--- src/rtl/ct_vfdsu_pkg.sv ---
// Shared encodings and the per-stage tag record for the VFDSU tag pipeline.
package ct_vfdsu_pkg;

    // Ceiling widths of the stored tag fields; narrower configurations zero-extend into them.
    localparam int unsigned TAG_IID_W  = 16;
    localparam int unsigned TAG_EREG_W = 8;
    localparam int unsigned TAG_VREG_W = 8;

    typedef enum logic [1:0] {
        FmtHalf   = 2'b00,
        FmtSingle = 2'b01,
        FmtDouble = 2'b10,
        FmtRsvd   = 2'b11
    } ct_vfdsu_fmt_e;

    typedef enum logic [1:0] {
        OpNone = 2'b00,
        OpDiv  = 2'b01,
        OpSqrt = 2'b10,
        OpRsvd = 2'b11
    } ct_vfdsu_op_e;

    typedef struct packed {
        ct_vfdsu_op_e            op;
        ct_vfdsu_fmt_e           fmt;
        logic [2:0]              rm;
        logic [TAG_IID_W-1:0]    iid;
        logic [TAG_EREG_W-1:0]   dst_ereg;
        logic [TAG_VREG_W-1:0]   dst_vreg;
    } ct_vfdsu_tag_t;

    function automatic int unsigned ct_vfdsu_max3(input int unsigned a, input int unsigned b,
                                                  input int unsigned c);
        int unsigned m;
        m = (a > b) ? a : b;
        return (m > c) ? m : c;
    endfunction

endpackage

--- src/rtl/ct_vfdsu_tag_pipe_if.sv ---
// Issue, flush, writeback and stage-status signals of the VFDSU tag pipeline.
interface ct_vfdsu_tag_pipe_if #(
    parameter int unsigned IID_W  = 7,
    parameter int unsigned EREG_W = 5,
    parameter int unsigned VREG_W = 7
);
    logic              issue_vld;
    logic              issue_rdy;
    logic [1:0]        issue_op;
    logic [1:0]        issue_fmt;
    logic [IID_W-1:0]  issue_iid;
    logic [EREG_W-1:0] issue_dst_ereg;
    logic [VREG_W-1:0] issue_dst_vreg;
    logic [2:0]        issue_rm;
    logic              flush;
    logic              s1_vld;
    logic              s2_vld;
    logic [1:0]        s1_op;
    logic [1:0]        s1_fmt;
    logic [2:0]        s1_rm;
    logic              iter_start;
    logic              iter_last;
    logic              wb_vld;
    logic              wb_ack;
    logic [IID_W-1:0]  wb_iid;
    logic [EREG_W-1:0] wb_dst_ereg;
    logic [VREG_W-1:0] wb_dst_vreg;
    logic [1:0]        wb_op;
    logic [1:0]        wb_fmt;
    logic              busy;

    modport master (
        output issue_vld, issue_op, issue_fmt, issue_iid, issue_dst_ereg, issue_dst_vreg,
               issue_rm, flush, wb_ack,
        input  issue_rdy, s1_vld, s2_vld, s1_op, s1_fmt, s1_rm, iter_start, iter_last,
               wb_vld, wb_iid, wb_dst_ereg, wb_dst_vreg, wb_op, wb_fmt, busy
    );

    modport slave (
        input  issue_vld, issue_op, issue_fmt, issue_iid, issue_dst_ereg, issue_dst_vreg,
               issue_rm, flush, wb_ack,
        output issue_rdy, s1_vld, s2_vld, s1_op, s1_fmt, s1_rm, iter_start, iter_last,
               wb_vld, wb_iid, wb_dst_ereg, wb_dst_vreg, wb_op, wb_fmt, busy
    );
endinterface

--- src/rtl/ct_vfdsu_iter_cnt.sv ---
// S2 iteration counter: load on entry, count down to zero, hold at zero.
module ct_vfdsu_iter_cnt #(
    parameter int unsigned CNT_W = 4
) (
    input  logic             clk,
    input  logic             rst,
    input  logic             flush,
    input  logic             load,
    input  logic [CNT_W-1:0] load_val,
    input  logic             run,
    output logic             zero
);
    logic [CNT_W-1:0] cnt_q, cnt_d;

    always_comb begin
        cnt_d = cnt_q;
        if (flush) begin
            cnt_d = '0;
        end else if (load) begin
            cnt_d = load_val;
        end else if (run && (cnt_q != '0)) begin
            cnt_d = cnt_q - CNT_W'(1);
        end
    end

    always_ff @(posedge clk) begin
        if (rst) begin
            cnt_q <= '0;
        end else begin
            cnt_q <= cnt_d;
        end
    end

    assign zero = (cnt_q == '0);
endmodule

--- src/rtl/ct_vfdsu_tag_pipe.sv ---
// Stallable, flushable tag pipeline S1..S_DEPTH for the VFDSU with an iterating S2.
// Optional macro CT_VFDSU_HALF_EN: half format uses ITER_H instead of ITER_D.
module ct_vfdsu_tag_pipe
    import ct_vfdsu_pkg::*;
#(
    parameter int unsigned DEPTH  = 4,
    parameter int unsigned IID_W  = 7,
    parameter int unsigned VREG_W = 7,
    parameter int unsigned EREG_W = 5,
    parameter int unsigned ITER_D = 15,
    parameter int unsigned ITER_S = 8,
    parameter int unsigned ITER_H = 4
) (
    input logic                forever_cpuclk,
    input logic                cpurst,
    ct_vfdsu_tag_pipe_if.slave pif
);
    localparam int unsigned ITER_MAX = ct_vfdsu_max3(ITER_D, ITER_S, ITER_H);
    localparam int unsigned CNT_W    = ($clog2(ITER_MAX) < 1) ? 1 : $clog2(ITER_MAX);

    logic [DEPTH-1:0] vld_q, vld_d, adv, ld;
    logic             issue_acc, nxt_free, cnt_zero, iter_start_q;
    int unsigned      iter_sel;
    logic [CNT_W-1:0] iter_ld_val;
    ct_vfdsu_tag_t    issue_tag;
    ct_vfdsu_tag_t    tag [DEPTH];
    logic             unused_wb_tag;

    always_comb begin
        issue_tag          = '0;
        issue_tag.op       = ct_vfdsu_op_e'(pif.issue_op);
        issue_tag.fmt      = ct_vfdsu_fmt_e'(pif.issue_fmt);
        issue_tag.rm       = pif.issue_rm;
        issue_tag.iid      = TAG_IID_W'(pif.issue_iid);
        issue_tag.dst_ereg = TAG_EREG_W'(pif.issue_dst_ereg);
        issue_tag.dst_vreg = TAG_VREG_W'(pif.issue_dst_vreg);
    end

    // Walk from writeback back to S1 so a drain and an upstream move share one edge.
    always_comb begin
        adv      = '0;
        nxt_free = 1'b0;
        for (int k = DEPTH - 1; k >= 0; k--) begin
            if (k == DEPTH - 1) begin
                adv[k] = vld_q[k] & pif.wb_ack;
            end else if (k == 1) begin
                adv[k] = vld_q[k] & nxt_free & cnt_zero;
            end else begin
                adv[k] = vld_q[k] & nxt_free;
            end
            nxt_free = ~vld_q[k] | adv[k];
        end
    end

    assign pif.issue_rdy = ~pif.flush & (~vld_q[0] | adv[0]);
    assign issue_acc     = pif.issue_vld & pif.issue_rdy;
    assign ld            = {adv[DEPTH-2:0], issue_acc};
    assign vld_d         = pif.flush ? '0 : (ld | (vld_q & ~adv));

    always_ff @(posedge forever_cpuclk) begin
        if (cpurst) begin
            vld_q        <= '0;
            iter_start_q <= 1'b0;
        end else begin
            vld_q        <= vld_d;
            iter_start_q <= ld[1] & ~pif.flush;
        end
    end

    for (genvar k = 0; k < DEPTH; k++) begin : g_stage
        ct_vfdsu_tag_t tag_q;
        ct_vfdsu_tag_t tag_in;

        if (k == 0) begin : g_head
            assign tag_in = issue_tag;
        end else begin : g_body
            assign tag_in = tag[k-1];
        end

        // Tags only move on a load; an emptied or flushed stage keeps its last tag.
        always_ff @(posedge forever_cpuclk) begin
            if (cpurst) begin
                tag_q <= '0;
            end else if (ld[k] && !pif.flush) begin
                tag_q <= tag_in;
            end
        end

        assign tag[k] = tag_q;
    end

    always_comb begin
        iter_sel = ITER_D;
        case (tag[0].fmt)
            FmtSingle: iter_sel = ITER_S;
`ifdef CT_VFDSU_HALF_EN
            FmtHalf:   iter_sel = ITER_H;
`endif
            default:   iter_sel = ITER_D;
        endcase
        iter_ld_val = CNT_W'(iter_sel - 1);
    end

    ct_vfdsu_iter_cnt #(
        .CNT_W (CNT_W)
    ) u_iter_cnt (
        .clk      (forever_cpuclk),
        .rst      (cpurst),
        .flush    (pif.flush),
        .load     (ld[1]),
        .load_val (iter_ld_val),
        .run      (vld_q[1]),
        .zero     (cnt_zero)
    );

    assign pif.s1_vld      = vld_q[0];
    assign pif.s2_vld      = vld_q[1];
    assign pif.s1_op       = tag[0].op;
    assign pif.s1_fmt      = tag[0].fmt;
    assign pif.s1_rm       = tag[0].rm;
    assign pif.iter_start  = iter_start_q;
    assign pif.iter_last   = vld_q[1] & cnt_zero;
    assign pif.wb_vld      = vld_q[DEPTH-1];
    assign pif.wb_iid      = tag[DEPTH-1].iid[IID_W-1:0];
    assign pif.wb_dst_ereg = tag[DEPTH-1].dst_ereg[EREG_W-1:0];
    assign pif.wb_dst_vreg = tag[DEPTH-1].dst_vreg[VREG_W-1:0];
    assign pif.wb_op       = tag[DEPTH-1].op;
    assign pif.wb_fmt      = tag[DEPTH-1].fmt;
    assign pif.busy        = |vld_q;

    assign unused_wb_tag = ^tag[DEPTH-1];
endmodule

--- src/flat_wrapper.sv ---
// flat-port wrapper written by rule: the top's interface ports become plain ports
module ct_vfdsu_tag_pipe_flat import ct_vfdsu_pkg::*;
#(
    parameter int unsigned DEPTH  = 4,
    parameter int unsigned IID_W  = 7,
    parameter int unsigned VREG_W = 7,
    parameter int unsigned EREG_W = 5,
    parameter int unsigned ITER_D = 15,
    parameter int unsigned ITER_S = 8,
    parameter int unsigned ITER_H = 4
)
  (forever_cpuclk, cpurst, pif_issue_vld, pif_issue_op, pif_issue_fmt, pif_issue_iid, pif_issue_dst_ereg, pif_issue_dst_vreg, pif_issue_rm, pif_flush, pif_wb_ack, pif_issue_rdy, pif_s1_vld, pif_s2_vld, pif_s1_op, pif_s1_fmt, pif_s1_rm, pif_iter_start, pif_iter_last, pif_wb_vld, pif_wb_iid, pif_wb_dst_ereg, pif_wb_dst_vreg, pif_wb_op, pif_wb_fmt, pif_busy);
  ct_vfdsu_tag_pipe_if #(.IID_W(IID_W), .EREG_W(EREG_W), .VREG_W(VREG_W)) pif_i ();
  input logic forever_cpuclk;
  input logic cpurst;
  input wire logic [$bits(pif_i.issue_vld)-1:0] pif_issue_vld;
  input wire logic [$bits(pif_i.issue_op)-1:0] pif_issue_op;
  input wire logic [$bits(pif_i.issue_fmt)-1:0] pif_issue_fmt;
  input wire logic [$bits(pif_i.issue_iid)-1:0] pif_issue_iid;
  input wire logic [$bits(pif_i.issue_dst_ereg)-1:0] pif_issue_dst_ereg;
  input wire logic [$bits(pif_i.issue_dst_vreg)-1:0] pif_issue_dst_vreg;
  input wire logic [$bits(pif_i.issue_rm)-1:0] pif_issue_rm;
  input wire logic [$bits(pif_i.flush)-1:0] pif_flush;
  input wire logic [$bits(pif_i.wb_ack)-1:0] pif_wb_ack;
  output wire logic [$bits(pif_i.issue_rdy)-1:0] pif_issue_rdy;
  output wire logic [$bits(pif_i.s1_vld)-1:0] pif_s1_vld;
  output wire logic [$bits(pif_i.s2_vld)-1:0] pif_s2_vld;
  output wire logic [$bits(pif_i.s1_op)-1:0] pif_s1_op;
  output wire logic [$bits(pif_i.s1_fmt)-1:0] pif_s1_fmt;
  output wire logic [$bits(pif_i.s1_rm)-1:0] pif_s1_rm;
  output wire logic [$bits(pif_i.iter_start)-1:0] pif_iter_start;
  output wire logic [$bits(pif_i.iter_last)-1:0] pif_iter_last;
  output wire logic [$bits(pif_i.wb_vld)-1:0] pif_wb_vld;
  output wire logic [$bits(pif_i.wb_iid)-1:0] pif_wb_iid;
  output wire logic [$bits(pif_i.wb_dst_ereg)-1:0] pif_wb_dst_ereg;
  output wire logic [$bits(pif_i.wb_dst_vreg)-1:0] pif_wb_dst_vreg;
  output wire logic [$bits(pif_i.wb_op)-1:0] pif_wb_op;
  output wire logic [$bits(pif_i.wb_fmt)-1:0] pif_wb_fmt;
  output wire logic [$bits(pif_i.busy)-1:0] pif_busy;
  assign pif_i.issue_vld = pif_issue_vld;
  assign pif_i.issue_op = pif_issue_op;
  assign pif_i.issue_fmt = pif_issue_fmt;
  assign pif_i.issue_iid = pif_issue_iid;
  assign pif_i.issue_dst_ereg = pif_issue_dst_ereg;
  assign pif_i.issue_dst_vreg = pif_issue_dst_vreg;
  assign pif_i.issue_rm = pif_issue_rm;
  assign pif_i.flush = pif_flush;
  assign pif_i.wb_ack = pif_wb_ack;
  assign pif_issue_rdy = pif_i.issue_rdy;
  assign pif_s1_vld = pif_i.s1_vld;
  assign pif_s2_vld = pif_i.s2_vld;
  assign pif_s1_op = pif_i.s1_op;
  assign pif_s1_fmt = pif_i.s1_fmt;
  assign pif_s1_rm = pif_i.s1_rm;
  assign pif_iter_start = pif_i.iter_start;
  assign pif_iter_last = pif_i.iter_last;
  assign pif_wb_vld = pif_i.wb_vld;
  assign pif_wb_iid = pif_i.wb_iid;
  assign pif_wb_dst_ereg = pif_i.wb_dst_ereg;
  assign pif_wb_dst_vreg = pif_i.wb_dst_vreg;
  assign pif_wb_op = pif_i.wb_op;
  assign pif_wb_fmt = pif_i.wb_fmt;
  assign pif_busy = pif_i.busy;
  ct_vfdsu_tag_pipe #(.DEPTH(DEPTH), .IID_W(IID_W), .VREG_W(VREG_W), .EREG_W(EREG_W), .ITER_D(ITER_D), .ITER_S(ITER_S), .ITER_H(ITER_H)) u_core (.forever_cpuclk(forever_cpuclk), .cpurst(cpurst), .pif(pif_i));
endmodule
--- config.mk ---
export PLATFORM = sky130hd
export DESIGN_NAME = ct_vfdsu_tag_pipe_flat
export DESIGN_NICKNAME = d
export VERILOG_FILES = /design/src/rtl/ct_vfdsu_pkg.sv /design/src/rtl/ct_vfdsu_tag_pipe_if.sv /design/src/rtl/ct_vfdsu_iter_cnt.sv /design/src/rtl/ct_vfdsu_tag_pipe.sv /design/src/flat_wrapper.sv
export SDC_FILE = /design/constraint.sdc
export NUM_CORES = 1
export LEC_CHECK = 0
export CAP_MARGIN = 20
export CORE_MARGIN = 2
export CORE_UTILIZATION = 55
export DETAILED_ROUTE_END_ITERATION = 8
export GPL_ROUTABILITY_DRIVEN = 0
export MAX_ROUTING_LAYER = met4
export PLACE_DENSITY_LB_ADDON = 0.12
export SLEW_MARGIN = 15
export SYNTH_ARGS = -nofsm -noshare
export SYNTH_HDL_FRONTEND = slang
export SYNTH_HIERARCHICAL = 1
export SYNTH_SLANG_ARGS = --single-unit
--- constraint.sdc ---
create_clock -name forever_cpuclk -period 6.3 [get_ports forever_cpuclk]
set_input_delay 0.63 -clock forever_cpuclk [delete_from_list [all_inputs] [get_ports forever_cpuclk]]
set_output_delay 0.63 -clock forever_cpuclk [all_outputs]
set_load 0.02 [all_outputs]
==> out/qor.txt, run 1 <==
Setup TNS: 0 ps
WHS Path Cells: 2
Resized cells post-CTS: 0
WHS Endpoint: u_core/pif.wb_dst_ereg[4]$_SDFFE_PP0P_
Slew HR: 0.344
First-pass GRT wire length: 13.3 mm
IO buf count: 67
Pwr/cell area: 243 nW/um^2
Pre-CTS setup slack: 3500 ps
Post-CTS setup repair buffer count: 0
DP Area: 4730 um^2
Post-synth EDFFs: 0
Avg Synthesized Cell Area: 8.53 um^2
Cell row count: 31
Final Max Slew Viols: 0
Post-Syn Instances: 485
Cell area after synthesis: 4140 um^2
Detailed-route via count: 3168
Crit path kind: register to primary output
Max VDD drop: 0.154 mV
CTS tree: yes
Clock skew: 7.99 ps
Lkg Pwr: 1.67 nW
Vias in the first global route: 2946
Fin. Hold Viols: 0
Sequential Power Share: 0.562
ANT cells: 0
Outcome: finished clean
Post-route total power: 1.20 mW
Post-synthesis cell type count: 36
Worst r2r src: u_core/u_iter_cnt/cnt_q[0]$_SDFFE_PP0P_
WL final: 7.76 mm
DPL Wire Length: 4.95 mm
Met2 Usage GRT: 0.300
H-tree Lvls: 3
Final setup margin: 3330 ps
Clk buf depth: 2
Met1 GRT Util: 0.267
F_max: 337 MHz
Setup violations, final: 0
Worst hold slack: 455 ps
WL/cell: 12.3 um
Largest net degree at the start of global routing: 124
DR pass1 iterations: 4
Worst r2r dst: u_core/g_stage[1].tag_q[11]$_SDFFE_PP0P_
Layout area overhead: 19.7%
Net count, final: 559
Num ports: 68
Initial DRC Count: 136
Post-synth top area share: 0.503
Tightest Pin Transition: 985 ps
Hold buffer count at cts: 0
Final Core Density: 0.683
GR peak layer: met2
Max-Cap Viols: 0
Dominant cell type by area after synthesis: dfxtp_1
Clock share of power: 0.372
Setup crit start kind: register
Syn. warnings: 6
Grt total ovfl: 0
Crit path capture type: primary output
Predominant post-synthesis flop cell: dfxtp_1
Final period utilization: 0.471
R2R Setup Slk: 3650 ps
Total track usage: 0.202
Switching Fraction: 0.216
Placed cell count: 615
Final std cells w/o fill: 631
Core area: 7250 um^2
Ys async rst share: 0
Die Y-Extent: 90.8 um
Detailed-route DRC error count: 0
Worst path required time: 5670 ps
Clk_lat worst skew: 360 ps
CTS buffer count: 9
Synth Register Bits: 104
Post-synthesis sequential area ratio: 0.503
Post-DRT Antenna Nets: 0
Die Span X: 90.8 um
Number of sinks on the clock net: 104
DIE AREA: 8240 um^2
Combinational Power Share: 0.066
Clock root cell: clkbuf_8
Int Pwr: 0.943 mW
Worst Path Max Fanout: 6
Fin area: 4960 um^2
Met3 Resource Use GR: 0.0451
Vias per cell: 5.02
Most frequent cells after synthesis: nand2_1, dfxtp_1, a21oi_1
RSZ-0062 raised after global routing: false
HP Class: register to register
Synth top area cells: dfxtp_1, nand2_1, a21oi_1, nand2b_1, mux2i_1
R2R depth: 8
Net Switching: 0.259 mW
Initial antenna violation count: 0
Fraction of layout cells with a size suffix above 1: 0.0564
Initial Util: 0.571
Hold path start: u_core/pif.wb_dst_ereg[4]$_SDFFE_PP0P_
Period minus WS final: 2970 ps
Most frequent cell after synthesis: nand2_1
Critical path arrival: 2340 ps
Worst-path clk slew: 90 ps
## worst max-delay path by stage
| stage | start | endpoint | depth (start not counted) |
|---|---|---|---|
| 2_1_floorplan | u_core/u_iter_cnt/cnt_q[0]$_SDFFE_PP0P_ | pif_issue_rdy | 6 |
| 3_3_place_gp | pif_wb_ack | pif_issue_rdy | 5 |
| 3_5_place_dp | pif_flush | u_core/g_stage[1].tag_q[37]$_SDFFE_PP0P_ | 4 |
| 4_1_cts | u_core/u_iter_cnt/cnt_q[0]$_SDFFE_PP0P_ | pif_issue_rdy | 7 |
| 5_1_grt | u_core/u_iter_cnt/cnt_q[0]$_SDFFE_PP0P_ | pif_issue_rdy | 7 |
| 6_report | u_core/u_iter_cnt/cnt_q[0]$_SDFFE_PP0P_ | pif_issue_rdy | 7 |
## final cells by class
cell class / instances / area, um^2
Tap cell: 99 / 124
Timing Repair Buffer: 69 / 683
Sequential cell: 104 / 2080
Inverter: 8 / 31.3
Multi-Input combinational cell: 335 / 1810
Fill cell: 631 / 2300
Clock buffer: 11 / 141
Clock inverter: 5 / 80.1
## routing by layer
layer	wire length [um]	share of wire	vias to the layer above
met4	108	0.014	0
met3	321	0.041	10
li1	-	-	1646
met2	3200	0.41	86
met1	4120	0.53	1426
met5	0	0	-
## kinds of logic (layout without fill, tap and decap cells)
group,count (synthesis),in the layout,share of synthesized area
AND/OR/NAND/NOR,221,221,0.257
multiplexers,27,27,0.0653
AO/OA/AOI/OAI,84,84,0.109
flip-flops,104,104,0.503
buffers and inverters,47,93,0.0623
other,1,2,0.000906
adder cells (fa/ha/maj),1,1,0.00302
## critical path, stage by stage, from the launching register on
cell and delay [ps]:
dfxtp_1 360, inv_1 90, ha_1 200, or3b_4 420
clkinv_2 130, a21oi_2 90, nor2_1 80, clkdlybuf4s50_1 620
## power by group through the flow
stage | Sequential, mW | Clock [mW] | Combinational, mW
2_1_floorplan | 0.688 | 0 | 0.0525
3_3_place_gp | 0.690 | 0 | 0.0783
3_5_place_dp | 0.690 | 0 | 0.0797
4_1_cts | 0.675 | 0.460 | 0.0802
5_1_grt | 0.677 | 0.485 | 0.0869
6_report | 0.675 | 0.447 | 0.0798
## sequential cells by signal, indices dropped and copies added, names as in the netlist
name / cells
u_core/pif.wb_iid: 7
u_core/pif.s1_rm: 3
u_core/pif.iter_start: 1
u_core/pif.wb_op: 2
u_core/pif.s1_fmt: 2
u_core/pif.wb_dst_ereg: 5
u_core/g_stage.tag_q: 65
u_core/vld_q: 4
u_core/pif.wb_dst_vreg: 7
u_core/pif.wb_fmt: 2
u_core/u_iter_cnt/cnt_q: 4
u_core/pif.s1_op: 2
## placed cells by master (no fill, tap or decap), types with 3 or more instances in the layout
cell	count
a21oi_1	73
buf_4	3
clkbuf_8	10
clkdlybuf4s50_1	66
dfxtp_1	104
inv_1	7
mux2i_1	27
nand2_1	142
nand2b_1	54
nand3_1	3
nor2_1	5
o21ai_0	3
Note: power is estimated with default switching activity, not from simulation.
==> run 2: changes to the inputs <==
--- a/config.mk
+++ b/config.mk
@@ -7,7 +7,7 @@
 export LEC_CHECK = 0
 export CAP_MARGIN = 20
 export CORE_MARGIN = 2
-export CORE_UTILIZATION = 55
+export CORE_UTILIZATION = 53
 export DETAILED_ROUTE_END_ITERATION = 8
 export GPL_ROUTABILITY_DRIVEN = 0
 export MAX_ROUTING_LAYER = met4
==> constraint.sdc (replaced) <==
create_clock -name forever_cpuclk -period 2.8 [get_ports forever_cpuclk]
set_input_delay 0.28 -clock forever_cpuclk [delete_from_list [all_inputs] [get_ports forever_cpuclk]]
set_output_delay 0.28 -clock forever_cpuclk [all_outputs]
set_load 0.02 [all_outputs]
==> run 2 against run 1 <==
Net effect:
- via count decreased by 0.44%
- clock skew rose by 3.2 ps
- hold slack lost 47 ps
- core utilization is 3.6 points lower
- register-to-register slack lost 3200 ps
- combinational power grew 130%
- non-clock buffer count is 5 higher
- cell count up 1.1%
- sequential power grew 130%
- die area grew 3.6%
- sequential cell count stayed put
- critical path type unchanged
- highest routed layer unchanged
==> out/qor.txt, run 2 (synthesis gave the netlist of run 1 again) <==
ANT cells: 0 (unchanged)
RSZ-0062 raised after global routing: false
Layout area overhead: 19.6%
DR pass1 iterations: 4 (unchanged)
Worst-path clk slew: 90 ps (about the same)
Detailed-route DRC error count: 0 (unchanged)
Setup crit start kind: register
Setup TNS: 0 ps (unchanged)
Post-route total power: 2.54 mW (+110%)
Post-CTS setup repair buffer count: 0 (unchanged)
Clk buf depth: 2 (unchanged)
Worst path required time: 2520 ps (-3150 ps)
Worst r2r dst: u_core/g_stage[2].tag_q[37]$_SDFFE_PP0P_
Commonest non-fill, non-tap cell in the layout: nand2_1
Most frequent cells in the layout: nand2_1, dfxtp_1, a21oi_1
Die Span X: 92.4 um (+1.8%)
Worst Path Max Fanout: 6 (unchanged)
Outcome: finished clean
Number of flip-flops in the largest register: 65 (unchanged)
Final std cells w/o fill: 638 (+1.1%)
Total track usage: 0.200 (-0.00136)
Vias per cell: 4.94 (-1.5%)
Fraction of layout cells with a size suffix above 1: 0.0653 (+0.00891)
Register with the most flip-flops: u_core/g_stage.tag_q
Period minus WS final: 2590 ps
Detailed-route via count: 3154 (-0.44%)
DP Area: 4770 um^2 (+0.74%)
Cell row count: 32 (+3.2%)
Clk_lat worst skew: 340 ps (-20 ps)
WL final: 7.76 mm (about the same)
Critical-path cell list: inv_1 -> ha_1 -> or3b_4 -> clkinv_2 -> a21oi_2 -> nor2_1 -> clkdlybuf4s50_1
Final period utilization: 0.923
Resized cells post-CTS: 0 (unchanged)
Max incr delay on CP: 610 ps (about the same)
Largest net degree at the start of global routing: 67 (-46%)
CTS tree: yes
Die Y-Extent: 92.4 um (+1.8%)
Max VDD drop: 0.249 mV (+62%)
CP top delay family: buffers and inverters
Grt total ovfl: 0 (unchanged)
Crit path capture type: primary output
Initial antenna violation count: 0 (unchanged)
F_max: 387 MHz
Crit path kind: register to primary output
First-pass GRT wire length: 13.7 mm (+2.8%)
Final Max Slew Viols: 0 (unchanged)
Vias in the first global route: 2941 (-0.17%)
Core area: 7650 um^2 (+5.4%)
R2R depth: 8 (unchanged)
Num ports: 68 (unchanged)
Clock skew: 11.2 ps (+3.20 ps)
HP Class: input pin to register
Clock root cell: clkbuf_8
Critical path arrival: 2310 ps (-30 ps)
IO buf count: 67 (unchanged)
DIE AREA: 8530 um^2 (+3.6%)
Lkg Pwr: 1.68 nW (+0.70%)
Placed cell count: 623 (+1.3%)
Pwr/cell area: 514 nW/um^2 (+110%)
R2R Setup Slk: 450 ps (-3200 ps)
Filler cells: 672 (+6.5%)
Worst r2r src: u_core/u_iter_cnt/cnt_q[0]$_SDFFE_PP0P_
Final setup margin: 215 ps (-3120 ps)
WL/cell: 12.2 um (-1.0%)
DPL Wire Length: 5.31 mm (+7.1%)
Tightest Pin Transition: 711 ps (-274 ps)
Post-DRT Antenna Nets: 0 (unchanged)
Final Core Density: 0.647 (-0.0359)
Number of sinks on the clock net: 104 (unchanged)
Net count, final: 564 (+0.89%)
Crit path to: pif_issue_rdy
Fin. Hold Viols: 0 (unchanged)
Initial Util: 0.541 (-0.0294)
Slowest stage cell, crit path: clkdlybuf4s50_1
Worst path depth: 7 (unchanged)
WP buf/inv: 3 (unchanged)
Worst hold slack: 407 ps (-47.5 ps)
Setup violations, final: 0 (unchanged)
Fin area: 4950 um^2 (-0.10%)
Crit. Startpoint: u_core/u_iter_cnt/cnt_q[0]$_SDFFE_PP0P_
Pre-CTS setup slack: 474 ps (-3020 ps)
CTS buffer count: 9 (unchanged)
Hold buffer count at cts: 0 (unchanged)
Slew HR: 0.526 (+0.182)
Initial DRC Count: 131 (-3.7%)
Max-Cap Viols: 0 (unchanged)
H-tree Lvls: 3 (unchanged)
[run 2: area by class of cell]
class | count | area [um^2] | share of cell area
sequential | 104 | 2080 | 0.421
multi-input combinational | 335 | 1810 | 0.365
timing repair buffer | 74 | 721 | 0.146
clock buffer | 11 | 151 | 0.0306
tap | 102 | 128 | 0.0258
inverter | 8 | 31.3 | 0.00632
clock inverter | 4 | 30.0 | 0.00607
[run 2: power by group]
part,switching (mW),leakage [nW],internal (mW)
clock network,0.474,0.0914,0.369
registers,0.0167,0.841,1.50
logic,0.0869,0.751,0.0955
[run 2: worst min-delay path by stage]
stage,from,endpoint,slack [ps],cells past startpoint
final,cpurst,u_core/g_stage[1].tag_q[19]$_SDFFE_PP0P_,410,2
after global routing,cpurst,u_core/g_stage[1].tag_q[6]$_SDFFE_PP0P_,440,2
after CTS,cpurst,u_core/g_stage[1].tag_q[19]$_SDFFE_PP0P_,390,2
after detailed placement,u_core/g_stage[0].tag_q[6]$_SDFFE_PP0P_,u_core/g_stage[1].tag_q[6]$_SDFFE_PP0P_,450,2
after global placement,u_core/g_stage[1].tag_q[1]$_SDFFE_PP0P_,u_core/g_stage[2].tag_q[1]$_SDFFE_PP0P_,440,2
after floorplan,pif_issue_vld,u_core/vld_q[0]$_SDFF_PP0_,400,1
[run 2: worst register-to-register path, stage by stage (launching register included)]
cell and delay, ps:
dfxtp_1 350, inv_1 90, ha_1 210, or3b_4 420, clkinv_2 110, nand2_2 90
or3b_1 680, nand2_1 200, a21oi_1 80
[run 2: routing by layer]
metal | vias up | GRT usage | part of all wire | wire length (um)
met5 | - | - | 0 | 0
met4 | 0 | 0.0672 | 0.0071 | 55
met3 | 4 | 0.0317 | 0.042 | 327
met2 | 77 | 0.280 | 0.42 | 3280
met1 | 1419 | 0.296 | 0.53 | 4100
li1 | 1654 | - | - | -
==> run 3: changes to the inputs <==
--- a/config.mk
+++ b/config.mk
@@ -8,6 +8,7 @@
 export CAP_MARGIN = 20
 export CORE_MARGIN = 2
 export CORE_UTILIZATION = 53
+export CTS_CLUSTER_DIAMETER = 30
 export DETAILED_ROUTE_END_ITERATION = 8
 export GPL_ROUTABILITY_DRIVEN = 0
 export MAX_ROUTING_LAYER = met4
==> results of run 3 <==
The final DEF is identical to that of run 2; final timing and power are the same.
